File: config.mk
export PLATFORM = sky130hd
export DESIGN_NAME = friscv_dispensador_n
export DESIGN_NICKNAME = d
export VERILOG_FILES = /design/src/rtl/friscv_pkg.sv /design/src/rtl/friscv_contador_seg.sv /design/src/rtl/friscv_dispensador_n.sv
export SDC_FILE = /design/constraint.sdc
export NUM_CORES = 1
export LEC_CHECK = 0
export BUFFER_PORTS_ARGS = -buffer_cell sky130_fd_sc_hd__buf_2
export CAP_MARGIN = 20
export CORE_MARGIN = 5
export CORE_UTILIZATION = 53
export DETAILED_ROUTE_END_ITERATION = 12
export PLACE_DENSITY = 0.88
export SLEW_MARGIN = 20
export SYNTH_ARGS = -nofsm -noshare
export SYNTH_HDL_FRONTEND = slang
export SYNTH_SLANG_ARGS = --single-unit
File: constraint.sdc
create_clock -name clock -period 2.8 [get_ports clock]
set_input_delay 0.28 -clock clock [delete_from_list [all_inputs] [get_ports clock]]
set_output_delay 0.28 -clock clock [all_outputs]
set_load 0.02 [all_outputs]
File: src/rtl/friscv_pkg.sv
// friscv_pkg: shared definitions for the Frisc-V juice dispenser control unit.
//   estado_t        : 4-bit FSM state encoding, codes 0..9 (also driven on db_estado)
//   DB_DEFAULT      : debug code reported for any illegal state
//   MAX_N_CH        : largest supported number of juice channels
//   codigo_debug()  : maps a state to its db_estado code
package friscv_pkg;

    localparam int unsigned MAX_N_CH = 8;

    typedef enum logic [3:0] {
        EstInicial   = 4'd0,
        EstEspera    = 4'd1,
        EstMedir     = 4'd2,
        EstAguarda   = 4'd3,
        EstSemCopo   = 4'd4,
        EstZera      = 4'd5,
        EstBombeando = 4'd6,
        EstPausa     = 4'd7,
        EstFim       = 4'd8,
        EstLibera    = 4'd9
    } estado_t;

    localparam logic [3:0] DB_DEFAULT = 4'hE;

    function automatic logic [3:0] codigo_debug(input estado_t e);
        case (e)
            EstInicial, EstEspera, EstMedir, EstAguarda, EstSemCopo,
            EstZera, EstBombeando, EstPausa, EstFim, EstLibera: return e;
            default: return DB_DEFAULT;
        endcase
    endfunction

endpackage

File: src/rtl/friscv_contador_seg.sv
// friscv_contador_seg: seconds counter for the pump phase.
//   clock, reset : system clock, synchronous active-high reset
//   zera         : clear the count
//   conta        : count one second this cycle
//   limite       : dose length in seconds
//   fim          : terminal flag, high when this counted second is the last one
module friscv_contador_seg
    import friscv_pkg::*;
#(
    parameter int unsigned TEMPO_W = 6
) (
    input  logic               clock,
    input  logic               reset,
    input  logic               zera,
    input  logic               conta,
    input  logic [TEMPO_W-1:0] limite,
    output logic               fim
);

    logic [TEMPO_W-1:0] contagem_q;

    // Terminal compare comes before the increment, so the count never wraps.
    assign fim = conta && (contagem_q == limite - TEMPO_W'(1));

    always_ff @(posedge clock) begin
        if (reset || zera) begin
            contagem_q <= '0;
        end else if (conta && !fim) begin
            contagem_q <= contagem_q + TEMPO_W'(1);
        end
    end

endmodule

File: src/rtl/friscv_dispensador_n.sv
// friscv_dispensador_n: N-channel juice dispenser control unit.
// Per request: cup measurement, then one pump driven for the channel's programmed seconds.
// Ports:
//   clock, reset        : system clock, synchronous active-high reset
//   liga_frisc          : machine enable (level); low forces INICIAL
//   pedido[N_CH]        : request buttons, lowest set index wins
//   tempo_bomba         : per-channel pump time, channel i at [i*TEMPO_W +: TEMPO_W]
//   tick_seg            : one-cycle pulse per second
//   fim_medida          : measurement finished pulse
//   copo_posicionado    : cup present (level)
//   medir               : measurement start pulse
//   ativa_bomba[N_CH]   : one-hot pump enables
//   canal_sel           : latched channel of the current dose
//   pronto              : idle, accepting requests
//   fim_dose, erro_copo : dose complete / no cup or abort pulses
//   db_estado           : debug state code
// Optional feature: define FRISCV_PAUSA_EN to pause (instead of abort) on cup removal while pumping.
// All outputs are registered from the next-state decode, so there is no input-to-output path.
module friscv_dispensador_n
    import friscv_pkg::*;
#(
    parameter int unsigned N_CH    = 2,
    parameter int unsigned TEMPO_W = 6,
    localparam int unsigned CH_W   = (N_CH > 1) ? $clog2(N_CH) : 1
) (
    input  logic                    clock,
    input  logic                    reset,
    input  logic                    liga_frisc,
    input  logic [N_CH-1:0]         pedido,
    input  logic [N_CH*TEMPO_W-1:0] tempo_bomba,
    input  logic                    tick_seg,
    input  logic                    fim_medida,
    input  logic                    copo_posicionado,
    output logic                    medir,
    output logic [N_CH-1:0]         ativa_bomba,
    output logic [CH_W-1:0]         canal_sel,
    output logic                    pronto,
    output logic                    fim_dose,
    output logic                    erro_copo,
    output logic [3:0]              db_estado
);

    estado_t            estado_q, estado_d;
    logic [CH_W-1:0]    canal_d;
    logic [TEMPO_W-1:0] tempo_q, tempo_d;
    logic               conta, zera, fim_contagem;

    // A tick coinciding with cup removal is not counted.
    assign conta = (estado_q == EstBombeando) && tick_seg && copo_posicionado;
    assign zera  = (estado_q == EstZera);

    friscv_contador_seg #(
        .TEMPO_W (TEMPO_W)
    ) u_contador (
        .clock  (clock),
        .reset  (reset),
        .zera   (zera),
        .conta  (conta),
        .limite (tempo_q),
        .fim    (fim_contagem)
    );

    always_comb begin
        estado_d = estado_q;
        canal_d  = canal_sel;
        tempo_d  = tempo_q;
        case (estado_q)
            EstInicial: if (liga_frisc) estado_d = EstEspera;
            EstEspera: begin
                if (|pedido) begin
                    estado_d = EstMedir;
                    // Descending scan so the lowest set index is the one kept.
                    for (int i = N_CH - 1; i >= 0; i--) begin
                        if (pedido[i]) begin
                            canal_d = CH_W'(i);
                            tempo_d = tempo_bomba[i*TEMPO_W +: TEMPO_W];
                        end
                    end
                end
            end
            EstMedir:   estado_d = EstAguarda;
            EstAguarda: begin
                if (fim_medida) estado_d = copo_posicionado ? EstZera : EstSemCopo;
            end
            EstSemCopo: estado_d = EstLibera;
            EstZera:    estado_d = (tempo_q == '0) ? EstFim : EstBombeando;
            EstBombeando: begin
                if (!copo_posicionado) begin
`ifdef FRISCV_PAUSA_EN
                    estado_d = EstPausa;
`else
                    estado_d = EstSemCopo;
`endif
                end else if (fim_contagem) begin
                    estado_d = EstFim;
                end
            end
`ifdef FRISCV_PAUSA_EN
            EstPausa:   if (copo_posicionado) estado_d = EstBombeando;
`endif
            EstFim:     estado_d = EstLibera;
            EstLibera:  if (pedido == '0) estado_d = EstEspera;
            default:    estado_d = EstInicial;
        endcase
        if (!liga_frisc) estado_d = EstInicial;
    end

    always_ff @(posedge clock) begin
        if (reset) begin
            estado_q    <= EstInicial;
            canal_sel   <= '0;
            tempo_q     <= '0;
            medir       <= 1'b0;
            ativa_bomba <= '0;
            pronto      <= 1'b0;
            fim_dose    <= 1'b0;
            erro_copo   <= 1'b0;
            db_estado   <= 4'd0;
        end else begin
            estado_q    <= estado_d;
            canal_sel   <= canal_d;
            tempo_q     <= tempo_d;
            medir       <= (estado_d == EstMedir);
            pronto      <= (estado_d == EstEspera);
            fim_dose    <= (estado_d == EstFim);
            erro_copo   <= (estado_d == EstSemCopo);
            ativa_bomba <= (estado_d == EstBombeando) ? (N_CH'(1) << canal_d) : '0;
            db_estado   <= codigo_debug(estado_d);
        end
    end

endmodule

# --- Word level (Yosys, flattened, before mapping) ---
# Index checks and enable logic that the tools add are counted.
classes:
  addsub: 2
  n_reduce_logical: 17
  n_mux: 16
  n_eq_ne: 18
  n_bitwise: 2
  shifts: 1
ops:
  columns: ["operator", "n"]
  rows:
  - ["$mux 4", 8]
  - ["$pmux 4 s8", 1]
  - ["$eq 4x3->1 const B", 7]
  - ["$eq 4x2->1 const B", 4]
  - ["$eq 4x4->1 const B", 4]
  - ["$mux 6", 2]
  - ["$reduce_or 10->1", 1]
  - ["$eq 4x1->1 const B", 2]
  - ["$logic_not 4->1", 2]
  - ["$reduce_or 2->1", 4]
  - ["$add 6x1->6 const B", 1]
  - ["$eq 6x6->1", 1]
  - ["$logic_not 6->1", 1]
  - ["$sub 6x1->6 const B", 1]
  - ["$mux 1", 5]
  - ["$logic_and 1x1->1", 4]
  - ["$reduce_and 3->1", 1]
  - ["$logic_not 2->1", 1]
  - ["$not 1->1", 2]
  - ["$reduce_bool 2->1", 1]
  - ["$shl 1x1->2 const A", 1]
  - ["$logic_not 1->1", 1]
  - ["$logic_or 1x1->1", 1]
totals:
  in_bits: 20
  output_inout_bits: 11
  register_bits: 27
  elab_cells: 67

# --- Longest topological paths before layout ---
depth:
  depth_word: 12
  ltp_mapped: 8
  ltp_nobuf: 8

# --- Cells and area by module ---
# A second synthesis with hierarchy kept.
unflattened:
  cells_unflattened: 162
  area_unflattened_um2: 1524.0
by_module_without_submodules:
  columns: ["module", "n_inst", "area_each_um2", "cells_per_inst", "seq_area_each_um2"]
  rows:
  - ["friscv_dispensador_n", 1, 1031.0, 105, 420.4]
  - ["friscv_contador_seg", 1, 493.0, 57, 120.1]

# --- Worst setup path after synthesis ---
# No wires, ideal clock.
synth_timing:
  kind: "flip-flop to flip-flop"
  from: "register tempo_q[2]"
  to: "register pronto"
  slack_ns: 0.433
  t_required_ns: 2.713
  synth_period_minus_slack_ns: 2.367
  stages_incl_launch_ff: 7
  path_buffers: 0
  setup_time_ns: 0.087
  arrival_time_ns: 2.280
  cell_sequence: "dfxtp_1 or3_4 or4_4 a2111oi_4 nand3_2 a21bo_1 nor4b_2"
synth_between:
  elab_chain_cells: 8
  elab_cells_between_ends: 10
  cone_classes: "add/sub (1); eq/ne (2); mux (5); reduce/logical (2)"
synth_rtl:
  columns: ["element", "line_no", "text"]
  rows:
  - ["start: declaration", "friscv_dispensador_n.sv:45", "logic [TEMPO_W-1:0] tempo_q, tempo_d;"]
  - ["start signal: assignment", "friscv_dispensador_n.sv:122", "tempo_q <= tempo_d;"]
  - ["$sub 6x1->6", "friscv_contador_seg.sv:23", "assign fim = conta && (contagem_q == limite - TEMPO_W'(1));"]
  - ["$eq 6x6->1", "friscv_contador_seg.sv:23", null]
  - ["$logic_and 1x1->1", "friscv_contador_seg.sv:23", null]
  - ["$mux 4", "friscv_dispensador_n.sv:94", "end else if (fim_contagem) begin"]
  - ["$mux 4", "friscv_dispensador_n.sv:88", "if (!copo_posicionado) begin"]
  - ["$pmux 4 s8 (*)", "friscv_dispensador_n.sv:67", "case (estado_q)"]
  - ["$mux 4 (*)", "friscv_dispensador_n.sv:105", "if (!liga_frisc) estado_d = EstInicial;"]
  - ["$eq 4x1->1 (*)", "friscv_dispensador_n.sv:124", "pronto <= (estado_d == EstEspera);"]
  - ["end signal: assignment", "friscv_dispensador_n.sv:124", null]
  - ["end: declaration", "friscv_dispensador_n.sv:37", "output logic pronto,"]
# Mark *: on every way between the ends. The rest lies on a longest branch, timed or not.
# A chain may end at the register's enable or synchronous reset.

# --- Final worst setup path ---
# Same ends and word-level chain as after synthesis.

==> impl_summary.log <==
INFO  metric rrSetupSlack = approximately 0.22 ns
INFO  metric grt_max_degree = 17
INFO  metric cts-htree-levels = 1
INFO  metric grt_util_all_layers = 0.1630
INFO  metric mappedNetlistArea = 1440 µm²
INFO  metric mappedNetlistNets = between 150 and 200
INFO  metric hold_depth = 2
INFO  metric drc_errors_left = 0
INFO  metric clk_path_buf_depth = 2
INFO  metric timing.final.hold_violations = 0
INFO  metric min-delay-path-class = primary input to flip-flop
INFO  metric detailedPlacementHpwl = 2280 µm
INFO  metric achievable-frequency = around 390 MHz
INFO  metric clock-root-buffer = sky130_fd_sc_hd__clkbuf_4
INFO  metric wl = 2966 µm
INFO  metric cts_setup_buffers = 0
INFO  metric period_share = 0.9224
INFO  metric tritoncts_buffer_count = 3
INFO  metric setup.worst_path.class = flip-flop to flip-flop
INFO  metric post_synth_main_area_contributors = sky130_fd_sc_hd__dfxtp_1 38%, sky130_fd_sc_hd__xnor2_1 4.3%, sky130_fd_sc_hd__mux2i_1 4.2%
INFO  metric rsz0062_at_grt = false
INFO  metric viasPerCell = ~5.8
INFO  metric layout-drive-gt1-share = 0.2359
INFO  metric irDropWorstVdd = 0.0003980 V
INFO  metric detailroute.via_count = roughly 1300
INFO  metric ys_types = 48
INFO  metric final.fill_count = about 230
INFO  metric skew = roughly 0.0033 ns
INFO  metric power.leakage = about 0.72 nW
INFO  metric utilization = 0.6176
INFO  metric finalWorstPathRequiredPeriod = roughly 2.6 ns
INFO  metric global_route.overflow_total = 0
INFO  metric tritoncts = built
INFO  metric run_status = complete, no violations
INFO  metric worst_slew_pin_slew = 0.5907 ns
INFO  metric yosys.area.top_type_share = 0.3753
INFO  metric nNetsFinal = roughly 220
INFO  metric cp-end-kind = flip-flop
INFO  metric initial_core_util = 0.5361
INFO  metric postSynthCellCount = about 160
INFO  metric async_flop_share = 0
INFO  metric placeable_core_region = about 2700 µm²
INFO  metric cp_max_fo = 7
INFO  metric die_area = slightly below 4000 µm²
INFO  metric tritoncts_num_sinks = 27
INFO  metric port_buffers = 30
INFO  metric number_of_warning_messages_in_the_yosys_log = 0
INFO  metric grt_first_pass_wirelength = 5292 µm
INFO  metric antenna_violations_before_repair = 0
INFO  metric design_area = between 1500 and 2000 µm²
INFO  metric clkSlewWorstSetupHoldPaths = between 0.1 and 0.15 ns
INFO  metric synth.avg_cell_area = around 9 µm²
INFO  metric setup_tns = 0 ns
INFO  metric synth-main-ff-cell = sky130_fd_sc_hd__dfxtp_1
INFO  metric timing.critical_path.arrival = approximately 2.8 ns
INFO  metric timing.final.max_slew_violations = 0
INFO  metric detailedRoute.firstIterationViolations = 25
INFO  metric cellPowerDensity = ~420 nW/µm²
INFO  metric final_antenna_net_count = 0
INFO  metric via_count_of_the_first_global_routing_pass = between 1000 and 1500
INFO  metric insertion_delay = about 0.34 ns
INFO  metric gp_congestion = between 0.8 and 0.9
INFO  metric antennaDiodeCount = 0
INFO  metric cts_hold_repair.buffers = 0
INFO  metric number_of_endpoints_failing_setup_at_the_final_stage = 0
INFO  metric yosysSeqAreaShare = 0.3753
INFO  metric worst_slew_margin_rel = 0.6027
INFO  metric synth_top_area_cell = sky130_fd_sc_hd__dfxtp_1
INFO  metric postPlaceCellArea = 1629 µm²
INFO  metric setup.worst_path.start_class = flip-flop
INFO  metric r2r_cells = 6
INFO  metric floorplan.die.height = between 60 and 70 µm
INFO  metric synth_most_common_cell = sky130_fd_sc_hd__dfxtp_1
INFO  metric count_of_flip_flops_with_a_built_in_enable_after_synthesis = 0
INFO  metric row_count = 19
INFO  metric ys_top_cells_by_count = 27 x sky130_fd_sc_hd__dfxtp_1, 16 x sky130_fd_sc_hd__nor2_1, 12 x sky130_fd_sc_hd__nand2_1
INFO  metric cp_data_required_time = 3.06 ns
INFO  metric wl_per_cell = 13.12 µm
INFO  metric ys_seq_elements = 27
INFO  metric boundaryPins = 31
INFO  metric synthToLayoutAreaGrowth = 15.20%
INFO  metric die_width = just over 60 µm
INFO  metric detail_route.first_pass.iterations = 4
INFO  metric max-cap-violations = 0
INFO  metric ctsResizeCount = 0
-- where the power goes --
part	internal [W]	switching, W	total, W
combinational	0.0000562	0.0000676	0.000124
clock	0.0000550	0.000117	0.000172
sequential	0.000395	0.0000113	0.000406
total	0.000506	0.000196	0.000703
-- through the flow --
step / std cells / power (W) / setup WS [ns] / hold WS (ns)
global route: 226 / 0.0007441 / 0.07388 / 0.1580
floorplan: 164 / 0.0005013 / 0.4328 / 0.3890
CTS: 226 / 0.0007112 / 0.2397 / 0.1506
finish: 226 / 0.0007026 / 0.2171 / 0.1618
global placement: 222 / 0.0005350 / 0.3575 / 0.4934
detailed placement: 222 / 0.0005368 / 0.2740 / 0.4993
-- flip-flops by register name (all words and copies together) (netlist names) --
register,flops
ativa_bomba,2
canal_sel,1
erro_copo,1
tempo_q,6
db_estado,4
u_contador.contagem_q,6
medir,1
pronto,1
estado_q,4
fim_dose,1
-- worst max-delay path: stages (launching register included) --
cell and delay, ns:
sky130_fd_sc_hd__dfxtp_1 0.38, sky130_fd_sc_hd__or3_4 0.43, sky130_fd_sc_hd__or4_4 0.50, sky130_fd_sc_hd__a2111oi_4 0.47
sky130_fd_sc_hd__nand3_2 0.18, sky130_fd_sc_hd__a21bo_1 0.27, sky130_fd_sc_hd__nor4b_2 0.28
-- layer usage --
metal  routed length [µm]  vias to the layer above  GRT usage
met4                   80                        0    0.09214
met2                 1305                       62     0.2513
met1                 1334                      581     0.2042
met5                    0                        -          0
met3                  246                        8    0.04144
li1                     -                      660          -
-- cells in the final DEF (no fill, tap or decap), types with 2 or more instances in the layout --
cell type                   instances
sky130_fd_sc_hd__buf_2             30
sky130_fd_sc_hd__dfxtp_1           27
sky130_fd_sc_hd__nor2_1            16
sky130_fd_sc_hd__nand2_1           12
sky130_fd_sc_hd__inv_1             10
sky130_fd_sc_hd__xnor2_1            7
sky130_fd_sc_hd__a21oi_1            7
sky130_fd_sc_hd__a211oi_1           7
sky130_fd_sc_hd__mux2i_1            6
sky130_fd_sc_hd__and2_1             4
sky130_fd_sc_hd__a31oi_1            4
sky130_fd_sc_hd__nor4_1             3
sky130_fd_sc_hd__o21ai_0            3
sky130_fd_sc_hd__nand2b_1           3
sky130_fd_sc_hd__a21o_1             3
sky130_fd_sc_hd__a21boi_0           3
sky130_fd_sc_hd__ha_1               3
sky130_fd_sc_hd__clkbuf_4           3
sky130_fd_sc_hd__buf_4              3
sky130_fd_sc_hd__nor2b_1            2
sky130_fd_sc_hd__or3_1              2
sky130_fd_sc_hd__and3_1             2
sky130_fd_sc_hd__o31ai_1            2
sky130_fd_sc_hd__nor3_1             2
sky130_fd_sc_hd__a221oi_1           2
sky130_fd_sc_hd__o2111ai_1          2
sky130_fd_sc_hd__nand3_1            2
sky130_fd_sc_hd__o211ai_1           2
sky130_fd_sc_hd__or4_1              2
-- final timing paths --
kind / to / from
worst min-delay path: erro_copo / liga_frisc
worst max-delay path: pronto / tempo_q[2]
worst max register to register: pronto / tempo_q[2]
worst min register to register: u_contador.contagem_q[1] / u_contador.contagem_q[1]
-- kinds of logic (layout without fill, tap and decap cells) --
group | count (synthesis) | in the layout | share of synthesized area
compound gates | 43 | 43 | 0.2268
xor+xnor | 7 | 7 | 0.04257
fa+ha+maj | 3 | 3 | 0.02607
buf+inv | 16 | 47 | 0.04170
flops | 27 | 27 | 0.3753
mux | 6 | 6 | 0.04170
simple gates | 62 | 62 | 0.2459
-- area by class of cell --
cell class              instances  area, µm²  share of cell area
repair buffers                 33      172.7              0.1041
multi-input cells             121      839.6              0.5060
clock buffers                   3      22.52             0.01357
clock inverters                 1      7.507            0.004525
inverters                      10      37.54             0.02262
well taps                      31      38.79             0.02338
flip-flops and latches         27      540.5              0.3258
Note: power is estimated with default switching activity, not from simulation.
